===== config.mk =====
export PLATFORM = sky130hd
export DESIGN_NAME = id_ex_stage_reg
export DESIGN_NICKNAME = d
export VERILOG_FILES = /design/src/rtl/id_ex_stage_reg.sv
export SDC_FILE = /design/constraint.sdc
export NUM_CORES = 1
export LEC_CHECK = 0
export ABC_AREA = 1
export CAP_MARGIN = 20
export CORE_AREA = 2 2 134 136
export DETAILED_ROUTE_END_ITERATION = 8
export DIE_AREA = 0 0 136 138
export DONT_BUFFER_PORTS = 1
export GPL_ROUTABILITY_DRIVEN = 0
export HOLD_SLACK_MARGIN = 0.05
export PLACE_DENSITY = 0.57
export SLEW_MARGIN = 20
export SYNTH_ARGS = -nofsm -noshare
export SYNTH_HDL_FRONTEND = slang
export SYNTH_SLANG_ARGS = --single-unit

===== constraint.sdc =====
create_clock -name clk_i -period 1.7 [get_ports clk_i]
set_clock_uncertainty 0.15 [all_clocks]
set_input_delay 0.17 -clock clk_i [delete_from_list [all_inputs] [get_ports clk_i]]
set_output_delay 0.17 -clock clk_i [all_outputs]
set_load 0.01 [all_outputs]

===== src/rtl/id_ex_stage_reg.sv =====
// ID/EX pipeline register with valid bit, stall/flush control, integrated
// load-use hazard detection and pre-split EX control outputs.
// Optional performance counters are built only when ID_EX_PERF_CNT_EN is
// defined; otherwise bubble_cnt_o and flush_cnt_o are constant 0.
module id_ex_stage_reg #(
    parameter int DATA_W     = 32,
    parameter int REG_ADDR_W = 5,
    parameter int CNT_W      = 16
) (
    input  logic                  clk_i,
    input  logic                  rst_i,
    input  logic                  stall_i,
    input  logic                  flush_i,
    input  logic                  valid_i,
    input  logic [1:0]            wb_i,
    input  logic [1:0]            m_i,
    input  logic [3:0]            ex_i,
    input  logic [DATA_W-1:0]     pc_i,
    input  logic [DATA_W-1:0]     rs_data_i,
    input  logic [DATA_W-1:0]     rt_data_i,
    input  logic [DATA_W-1:0]     imm_i,
    input  logic [REG_ADDR_W-1:0] rs_addr_i,
    input  logic [REG_ADDR_W-1:0] rt_addr_i,
    input  logic [REG_ADDR_W-1:0] rd_addr_i,
    output logic                  valid_o,
    output logic [1:0]            wb_o,
    output logic [1:0]            m_o,
    output logic                  regdst_o,
    output logic [1:0]            aluop_o,
    output logic                  alusrc_o,
    output logic [DATA_W-1:0]     pc_o,
    output logic [DATA_W-1:0]     rs_data_o,
    output logic [DATA_W-1:0]     rt_data_o,
    output logic [DATA_W-1:0]     imm_o,
    output logic [REG_ADDR_W-1:0] rs_addr_o,
    output logic [REG_ADDR_W-1:0] rt_addr_o,
    output logic [REG_ADDR_W-1:0] rd_addr_o,
    output logic                  hz_stall_o,
    output logic [CNT_W-1:0]      bubble_cnt_o,
    output logic [CNT_W-1:0]      flush_cnt_o
);

    logic       hazard;
    logic [3:0] ex_reg;

    // Load-use hazard: a valid load in this stage whose destination (rt) is
    // read by the valid instruction now in decode; register 0 never hazards.
    always_comb begin
        hazard = 1'b0;
        if (valid_o && m_o[1] && valid_i && (rt_addr_o != '0) &&
            ((rt_addr_o == rs_addr_i) || (rt_addr_o == rt_addr_i))) begin
            hazard = 1'b1;
        end
    end

    assign hz_stall_o = hazard;

    // Pipeline register: flush beats stall, stall beats hazard bubble,
    // otherwise capture decode outputs with control zeroed for non-valid slots.
    always_ff @(posedge clk_i or negedge rst_i) begin
        if (!rst_i) begin
            valid_o   <= 1'b0;
            wb_o      <= '0;
            m_o       <= '0;
            ex_reg    <= '0;
            pc_o      <= '0;
            rs_data_o <= '0;
            rt_data_o <= '0;
            imm_o     <= '0;
            rs_addr_o <= '0;
            rt_addr_o <= '0;
            rd_addr_o <= '0;
        end else if (flush_i || (!stall_i && hazard)) begin
            valid_o   <= 1'b0;
            wb_o      <= '0;
            m_o       <= '0;
            ex_reg    <= '0;
            pc_o      <= '0;
            rs_data_o <= '0;
            rt_data_o <= '0;
            imm_o     <= '0;
            rs_addr_o <= '0;
            rt_addr_o <= '0;
            rd_addr_o <= '0;
        end else if (!stall_i) begin
            valid_o   <= valid_i;
            wb_o      <= valid_i ? wb_i : 2'b00;
            m_o       <= valid_i ? m_i  : 2'b00;
            ex_reg    <= valid_i ? ex_i : 4'b0000;
            pc_o      <= pc_i;
            rs_data_o <= rs_data_i;
            rt_data_o <= rt_data_i;
            imm_o     <= imm_i;
            rs_addr_o <= rs_addr_i;
            rt_addr_o <= rt_addr_i;
            rd_addr_o <= rd_addr_i;
        end
    end

    assign regdst_o = ex_reg[3];
    assign aluop_o  = ex_reg[2:1];
    assign alusrc_o = ex_reg[0];

`ifdef ID_EX_PERF_CNT_EN
    logic [CNT_W-1:0] bubble_cnt;
    logic [CNT_W-1:0] flush_cnt;

    // Saturating event counters: flushes win over hazard bubbles, and a held
    // stage (stall without flush) counts nothing.
    always_ff @(posedge clk_i or negedge rst_i) begin
        if (!rst_i) begin
            bubble_cnt <= '0;
            flush_cnt  <= '0;
        end else if (flush_i) begin
            if (flush_cnt != '1) begin
                flush_cnt <= flush_cnt + CNT_W'(1);
            end
        end else if (!stall_i && hazard) begin
            if (bubble_cnt != '1) begin
                bubble_cnt <= bubble_cnt + CNT_W'(1);
            end
        end
    end

    assign bubble_cnt_o = bubble_cnt;
    assign flush_cnt_o  = flush_cnt;
`else
    assign bubble_cnt_o = '0;
    assign flush_cnt_o  = '0;
`endif

endmodule

* Word-level counts from Yosys, hierarchy flattened
Index checks and enable logic that the tools add are counted.
W data, S select, Z words.
** Word-level totals
- Logic and storage cells :: 49
- Register bits after elaboration :: 152
- Input port bits :: 156
- Output and inout port bits :: 185
** Cells by class
- Muxes and demuxes :: 26
- Equality and inequality tests :: 3
- Reductions and logical operators :: 9
** Operators by type and width (number)
- $mux W32 :: 8
- $mux W5 :: 6
- $mux W2 :: 6
- $mux W4 :: 3
- $eq A5 B5 Y1 :: 2
- $logic_and A1 B1 Y1 :: 5
- $reduce_bool A5 Y1 :: 1
- $mux W1 :: 3
- $logic_or A1 B1 Y1 :: 2
- $ne A2 B1 Y1 const B :: 1
- $logic_not A1 Y1 :: 1

* Logic depth before layout (Yosys ltp)
Gate-level depths: netlist of the first run.
- Depth in word-level cells :: 8
- Gate-level depth with buffers :: 11
- Gate-level depth less buffers :: 9

* Worst setup path after synthesis of the first run
No wires, ideal clock.
- Path type :: reg2reg
- Start :: reg rt_addr_o[0]
- End :: reg pc_o[0]
- Cell stages (with the launch flop) :: 11
- Required time :: 1.432 ns
- Buffers on the path :: 2
- Clock period less this slack :: 1.564 ns
- Library setup time :: 0.118 ns
- Arrival time :: 1.297 ns
- Setup slack :: 0.136 ns
- Cell sequence :: dfrtp_1 -> nor2_1 -> nor2_1 -> nor2_1 -> nand3_1 -> nand2_1 -> nand2_2 -> nand2_4 -> buf_12 -> buf_12 -> o21ai_2
** Between the ends
- Longest elaborated chain between the ends :: 7
- Elaborated cells on any way between the ends :: 11
- Classes of those cells :: 3 x eq/ne; 2 x mux; 6 x reduce/logical
** Ends and longest elaborated chain
- from (decl) :: RTL line 36 : output logic [REG_ADDR_W-1:0] rt_addr_o,
- from (signal assigned) :: RTL line 95 : rt_addr_o <= rt_addr_i;
- $eq A5 B5 Y1 or $reduce_bool A5 Y1 (tied branches) :: RTL line 51, 50
- $logic_or A1 B1 Y1 or $logic_and A1 B1 Y1 (tied branches) :: RTL line 51, 50
- $logic_and A1 B1 Y1 (*) :: RTL line 50 : if (valid_o && m_o[1] && valid_i && (rt_addr_o != '0) &&
- $mux W1 (*) :: RTL line 50
- $logic_and A1 B1 Y1 (*) :: RTL line 73 : end else if (flush_i || (!stall_i && hazard)) begin
- $logic_or A1 B1 Y1 (*) :: RTL line 73
- $ne A2 B1 Y1 (no source line) or $mux W32 (tied branches)
- to (signal assigned) :: RTL line 90 : pc_o <= pc_i;
- to (decl) :: RTL line 31 : output logic [DATA_W-1:0] pc_o,
Every way passes the cells marked *; elsewhere a longest branch is shown, timed or not.
A chain may end at the register's enable or synchronous reset.

* Worst setup path in the final report of the first run
- Start :: reg rt_addr_o[3]
- End :: out hz_stall_o
** Between the ends
- Longest elaborated chain between the ends :: 4
- Elaborated cells on any way between the ends :: 7
- Classes of those cells :: 2 x eq/ne; 1 x mux; 4 x reduce/logical
** Ends and longest elaborated chain
- $eq A5 B5 Y1 or $reduce_bool A5 Y1 (tied branches) :: RTL line 51, 50
- $logic_or A1 B1 Y1 or $logic_and A1 B1 Y1 (tied branches) :: RTL line 51, 50
- $logic_and A1 B1 Y1 (*) :: RTL line 50
- $mux W1 (*) :: RTL line 50
- to (decl) :: RTL line 38 : output logic hz_stall_o,
Marks and branches as above.

==> flow_metrics.py, run 1 <==
metrics = {
    "outcome": {
        "status": "finished, violations left",
        "violations_in_the_final_reports": "hold timing, setup timing",
    },
    "timing": {
        "layout_min_cycle_time_ns": 1.814,
        "finalMaxSlewViolations": 0,
        "fmaxAchievable_mhz": 551.1,
        "rsz0062_at_grt": "true",
        "fin_crit_sh_pct": 106.7,
        "setup_viol": 122,
        "finalHoldWorstSlack_ns": -0.7084,
        "finalWorstSetupSlack_ns": -0.1144,
        "finalHoldViolCount": 152,
    },
    "min_path": {
        "timing.hold.worst.class": "in2async",
    },
    "synthesis": {
        "synth_area_sq_mm": 0.006849,
        "netlist_instances": 761,
        "postSynthRegisterBits": 152,
        "synth_cell_type_count": 20,
        "synth_top_cell_area_share_pct": 55.54,
        "synth_top_cells_by_area": "dfrtp_1 56%, nand2_1 18%, o21ai_2 9.0%",
        "synth_area_per_cell_sq_um": 9.000,
        "yosysTopAreaCell": "dfrtp_1",
        "synth.yosys.seq_area_share_pct": 55.54,
        "ys.warnings.count": 0,
    },
    "floorplan": {
        "core_region_area_sq_mm": 0.01753,
        "dieWidth_um": 136,
        "starting_density_of_the_core_pct": 39.06,
        "io-pin-count": 341,
        "num_rows": 49,
        "floorplan.die_area_sq_mm": 0.01877,
        "chipHeight_um": 138,
    },
    "finish": {
        "finalNetCount": 1099,
        "n_fill_cell": 1474,
        "insertedDiodeCount": 0,
        "area_delta_synth_final_pct": 42.47,
        "drive_gt1_share_pct": 15.39,
    },
    "power_and_ir_drop": {
        "share_seq_of_total_power_pct": 43.9,
        "p_leak_uw": 0.004549,
        "total_power_uw": 9290,
        "cellInternalPower_uw": 7010,
        "share_clk_of_total_power_pct": 44.6,
        "sw_frac_of_total_pct": 24.53,
        "power-per-cell-area_mw_per_mm2": 952.0,
        "power.ir.vdd_worst_v": 0.0006327,
        "power.switching_uw": 2279,
        "combinationalPowerShare_pct": 11.4,
    },
    "worst_setup_path": {
        "worst_setup_path_end_kind": "primary output",
        "critPathKind": "reg2out",
        "critical_path_required_ns": 1.38,
        "path_max_fanout": 4,
        "worstPathArrival_ns": 1.49,
        "cp-start-kind": "flop",
    },
    "clocking": {
        "clock_root_buffer": "clkbuf_16",
        "cts_tree": "yes",
        "numClockSinks": 152,
        "clk_transition_reported_paths_ns": 0.07,
        "clock_insertion_delay_worst_skew_ns": 0.42,
        "post_cts_hold_buffer_count": 177,
        "cts_inserted_buffers": 17,
        "clock_path_buffers": 2,
        "clock_tree.htree_level_count": 4,
    },
    "detailed_routing": {
        "avgViaCountPerCell": 4.911,
        "num_vias": 5815,
        "detail-route-antenna-nets": 0,
        "number_of_search_and_repair_iterations_in_the_first_detailed_routing_pass": 5,
        "dr.first_iter.drc_count": 348,
        "drc_errors": 0,
        "finalWirelength_mm": 20.56,
        "routed_wire_length_per_instance_um": 17.37,
    },
    "grt": {
        "antenna_violations_before_repair": 1,
        "pin_count_of_the_biggest_net_entering_global_routing": 153,
        "overflow": 0,
        "grt_use_total_pct": 20.95,
        "first_global_vias": 5821,
        "grt_first_pass_wirelength_mm": 31.04,
    },
    "placement": {
        "port-buffer-count": 0,
        "post-dp-hpwl_mm": 11.71,
    },
    "flow_run": {
        "drv_cap": 0,
    },
}
## power by group through the flow
stage          registers (uW)  logic (uW)  clock network [uW]
4_1_cts                  4080         981                4220
3_3_place_gp             4140         613                   0
5_1_grt                  4100        1160                4400
3_5_place_dp             4140         624                   0
2_1_floorplan            4090         554                   0
6_report                 4080        1060                4150
## per-stage QoR
| step | utilization, % | setup slack, ns | setup TNS, ns | cell area (sq um) | cells |
|---|---|---|---|---|---|
| finish | 55.65 | -0.1144 | -5.060 | 9758 | 1184 |
| global route | 55.65 | -0.2789 | -26.90 | 9758 | 1184 |
| CTS | 54.13 | -0.1287 | -8.816 | 9492 | 1173 |
| detailed placement | 39.85 | -0.03397 | -0.9741 | 6988 | 960 |
| global placement | 39.85 | 0.01176 | 0 | 6988 | 960 |
| floorplan | - | 0.1356 | 0 | 6965 | 792 |
## cell usage after synthesis
cell type / n
nand2_1: 332
dfrtp_1: 152
o21ai_2: 70
o21ai_0: 54
buf_4: 32
clkbuf_1: 27
o21ai_1: 20
inv_1: 18
buf_2: 11
nand4_1: 11
nor2_1: 9
buf_12: 8
inv_2: 6
buf_1: 3
nand3_1: 2
xnor2_1: 2
conb_1: 1
nand2_2: 1
nand2_4: 1
nor2_2: 1
## timing repair
item,in CTS,in global routing
hold endpoints to repair,304,152
gates resized for setup,9,18
endpoints found under the setup margin,59,149
buffers inserted,3,1
cloned,2,10
pin swaps,4,5
## cells by family (layout without fill, tap and decap cells)
group                     after synthesis  in the layout  share of synthesized area [%]
and+or+nand+nor                       357            359                          20.19
DFF                                   152            152                          55.54
AOI/OAI and AO/OA                     144            144                          14.36
buffers and inverters                 105            266                          9.609
xor gates and xnor gates                2              2                         0.2558
other                                   1             32                        0.05475
## final cells by class
class / instances / area (sq um) / area share (%)
multi-input combinational: 537 / 2557 / 26.21
clock buffer: 19 / 442.9 / 4.539
tap: 229 / 286.5 / 2.936
timing repair buffer: 211 / 2371 / 24.30
clock inverter: 12 / 200.2 / 2.052
sequential: 152 / 3805 / 38.99
inverter: 24 / 95.09 / 0.9745
## layout by cell type, fill, tap and decap left out, types with 2 or more instances in the layout
master	instances
nand2_1	332
dlygate4sd3_1	177
dfrtp_1	151
o21ai_2	70
o21ai_0	42
o21ai_1	32
conb_1	32
clkbuf_16	25
inv_1	17
nand4_1	11
buf_12	10
nor2_1	9
buf_4	9
inv_2	5
bufinv_16	5
clkinv_4	4
nand2_8	3
clkinv_2	3
buf_16	3
buf_6	3
xnor2_1	2
nand3_1	2
inv_4	2
## metal layers
metal  share of wire [%]  global-route usage [%]
met1                  39                   25.33
met5               0.053                       0
met2                  50                   35.02
met4                 2.1                   7.346
met3                 8.2                   6.711
## final timing paths
check	start	end	slack, ns	depth (start not counted)
max in group asynchronous	rst_i	rs_data_o[29]	1.80	0
hold reg to reg	ex_reg[0]	ex_reg[0]	0.40	2
setup / recovery	rt_addr_o[3]	hz_stall_o	-0.11	9
setup reg to reg	rt_addr_o[0]	rs_addr_o[1]	-0.11	9
hold / removal	rst_i	rs_addr_o[0]	-0.71	0
min in group clk_i	stall_i	imm_o[28]	0.11	4
## worst max-delay path, cell delays in order (launching register included)
cell	delay (ns)
dfrtp_1	0.41
inv_2	0.05
nand2_1	0.05
nand2_1	0.04
nor2_1	0.12
nand3_1	0.08
nand2_1	0.08
nand2_2	0.07
buf_6	0.12
inv_4	0.05
(Power assumes the default switching activity.)
==> run 2, diff against run 1 <==
--- a/config.mk
+++ b/config.mk
@@ -8,10 +8,11 @@
 export ABC_AREA = 1
 export CAP_MARGIN = 20
 export CORE_AREA = 2 2 134 136
+export CTS_CLUSTER_DIAMETER = 200
 export DETAILED_ROUTE_END_ITERATION = 8
 export DIE_AREA = 0 0 136 138
 export DONT_BUFFER_PORTS = 1
-export GPL_ROUTABILITY_DRIVEN = 0
+export GPL_ROUTABILITY_DRIVEN = 1
 export HOLD_SLACK_MARGIN = 0.05
 export PLACE_DENSITY = 0.57
 export SLEW_MARGIN = 20
==> results of run 2 <==
No change in the layout: final DEF, timing and power equal those of run 1.
==> run 3, diff against run 2 <==
--- a/config.mk
+++ b/config.mk
@@ -13,6 +13,7 @@
 export DIE_AREA = 0 0 136 138
 export DONT_BUFFER_PORTS = 1
 export GPL_ROUTABILITY_DRIVEN = 1
+export GPL_TIMING_DRIVEN = 0
 export HOLD_SLACK_MARGIN = 0.05
 export PLACE_DENSITY = 0.57
 export SLEW_MARGIN = 20
==> flow_metrics.py, run 3 (synthesized netlist as in run 1, its figures left out) <==
metrics = {
    "outcome": {
        "status": "finished, violations left",
        "violations_in_the_final_reports": "hold timing, setup timing",
    },
    "grt": {
        "antenna_violations_before_repair": 0,
        "first_global_vias": 5980,
        "overflow": 0,
        "grt_first_pass_wirelength_mm": 31.69,
        "pin_count_of_the_biggest_net_entering_global_routing": 153,
        "grt_use_total_pct": 21.55,
    },
    "clocking": {
        "numClockSinks": 152,
        "clock_tree.htree_level_count": 4,
        "clk_transition_reported_paths_ns": 0.06,
        "clock_path_buffers": 2,
        "clock_insertion_delay_worst_skew_ns": 0.42,
        "cts_tree": "yes",
        "clock_root_buffer": "clkbuf_16",
        "cts_inserted_buffers": 17,
        "post_cts_hold_buffer_count": 162,
    },
    "power_and_ir_drop": {
        "power.ir.vdd_worst_v": 0.0006603,
        "total_power_uw": 8836,
        "power-per-cell-area_mw_per_mm2": 926.1,
        "p_leak_uw": 0.004505,
    },
    "floorplan": {
        "core_region_area_sq_mm": 0.01753,
        "dieWidth_um": 136,
        "chipHeight_um": 138,
        "io-pin-count": 341,
        "floorplan.die_area_sq_mm": 0.01877,
        "starting_density_of_the_core_pct": 39.06,
        "num_rows": 49,
    },
    "finish": {
        "finalNetCount": 1132,
        "layout_common_cells": "331 x nand2_1, 162 x dlygate4sd3_1, 147 x dfrtp_1",
        "area_delta_synth_final_pct": 39.31,
        "mostFrequentLayoutCell": "nand2_1",
        "insertedDiodeCount": 0,
        "drive_gt1_share_pct": 17.51,
    },
    "detailed_routing": {
        "num_vias": 5769,
        "number_of_search_and_repair_iterations_in_the_first_detailed_routing_pass": 4,
        "avgViaCountPerCell": 4.740,
        "routed_wire_length_per_instance_um": 16.52,
        "met1_wire_length_mm": 7.649,
        "drc_errors": 0,
        "met2WireLength_mm": 9.888,
        "detail-route-antenna-nets": 0,
        "wl_met3_mm": 1.890,
        "finalWirelength_mm": 20.11,
        "highest-signal-layer": "met4",
        "dr.first_iter.drc_count": 277,
    },
    "timing": {
        "fin_crit_sh_pct": 113.4,
        "finalHoldViolCount": 152,
        "layout_min_cycle_time_ns": 1.927,
        "finalHoldWorstSlack_ns": -0.7080,
        "fmaxAchievable_mhz": 518.8,
        "setup_viol": 137,
        "finalSetupTns_ns": -12.56,
        "finalMaxSlewViolations": 0,
        "finalWorstSetupSlack_ns": -0.2274,
        "rsz0062_at_grt": "true",
    },
    "worst_setup_path": {
        "cp-start-kind": "flop",
        "path_max_fanout": 7,
        "r2r_start": "rt_addr_o[0]",
        "r2r_setup_slack_ns": -0.22,
        "critical_path_required_ns": 1.38,
        "critPathKind": "reg2out",
        "worst_setup_path_end_kind": "primary output",
        "worstPathArrival_ns": 1.61,
        "worst_r2r_path_depth": 10,
        "reg2reg_to": "imm_o[29]",
    },
    "placement": {
        "post-dp-hpwl_mm": 13.41,
        "port-buffer-count": 0,
        "globalplace.congestion": 0.7685,
    },
    "flow_run": {
        "drv_cap": 0,
    },
    "min_path": {
        "timing.hold.worst.class": "in2async",
    },
}
-- run 3: cell types whose count changed in the layout (fill, tap and decap cells not counted), sizes merged, moves of 2 or more --
cell	change
buf	+30
clkbuf	+21
dlygate4sd3	-15
clkinv	-4
clkinvlp	+4
bufinv	-3
nand2	-2
-- run 3: through the flow --
| stage | setup slack (ns) | hold slack [ns] | util [%] | area (sq um) | cells |
|---|---|---|---|---|---|
| floorplan | 0.1356 | -0.2756 | - | 6965 | 792 |
| global placement | -0.2055 | -0.2730 | 41.36 | 7252 | 1021 |
| detailed placement | -0.1648 | -0.2726 | 41.36 | 7252 | 1021 |
| CTS | -0.2372 | -0.7313 | 54.34 | 9528 | 1217 |
| global route | -0.3621 | -0.7397 | 54.42 | 9542 | 1217 |
| finish | -0.2274 | -0.7080 | 54.42 | 9542 | 1217 |
-- run 3: critical path, stage by stage (launching register included) --
cell	delay (ns)
dfrtp_2	0.48
nor2_2	0.12
nor2_2	0.04
nor2_1	0.11
nand3_1	0.08
nand2_1	0.08
nand2_2	0.08
buf_6	0.13
inv_4	0.05
-- run 3: report_power, final --
group | switching, uW | total (uW) | internal (uW) | leakage (uW)
sequential | 274 | 4090 | 3820 | 0.00202
clock | 1500 | 3740 | 2240 | 0.000272
combinational | 482 | 1010 | 524 | 0.00222
total | 2260 | 8840 | 6580 | 0.00450
-- run 3: layout make-up --
cell class | instances | area (sq um)
fill | 1547 | 7993
sequential | 152 | 3810
multi-input combinational | 535 | 2514
timing repair buffer | 165 | 1673
buffer | 81 | 584.3
clock buffer | 21 | 460.4
tap | 229 | 286.5
clock inverter | 10 | 121.4
inverter | 24 | 92.59
-- run 3: per-layer routing --
| layer | vias up | GRT usage (%) |
|---|---|---|
| met5 | - | 0 |
| met4 | 0 | 9.814 |
| met3 | 48 | 8.508 |
| met2 | 249 | 35.60 |
| met1 | 2694 | 24.42 |
| li1 | 2778 | - |
-- run 3: what timing repair did --
item	in CTS	in global routing
buffers inserted	2	0
gates cloned	1	0
gates resized for setup	13	12
endpoints found under the hold margin	304	152
pin swaps	5	1
endpoints found under the setup margin	144	153
-- run 3: how the worst max path moves through the flow --
stage	cells after the start	startpoint	slack (ns)	to
2_1_floorplan	10	rt_addr_o[0]	0.14	pc_o[0]
3_3_place_gp	6	stall_i	-0.21	rs_data_o[27]
3_5_place_dp	11	rt_addr_o[4]	-0.16	pc_o[2]
4_1_cts	8	rt_addr_o[0]	-0.24	hz_stall_o
5_1_grt	11	rt_addr_o[0]	-0.36	rt_data_o[6]
6_report	8	rt_addr_o[0]	-0.23	hz_stall_o
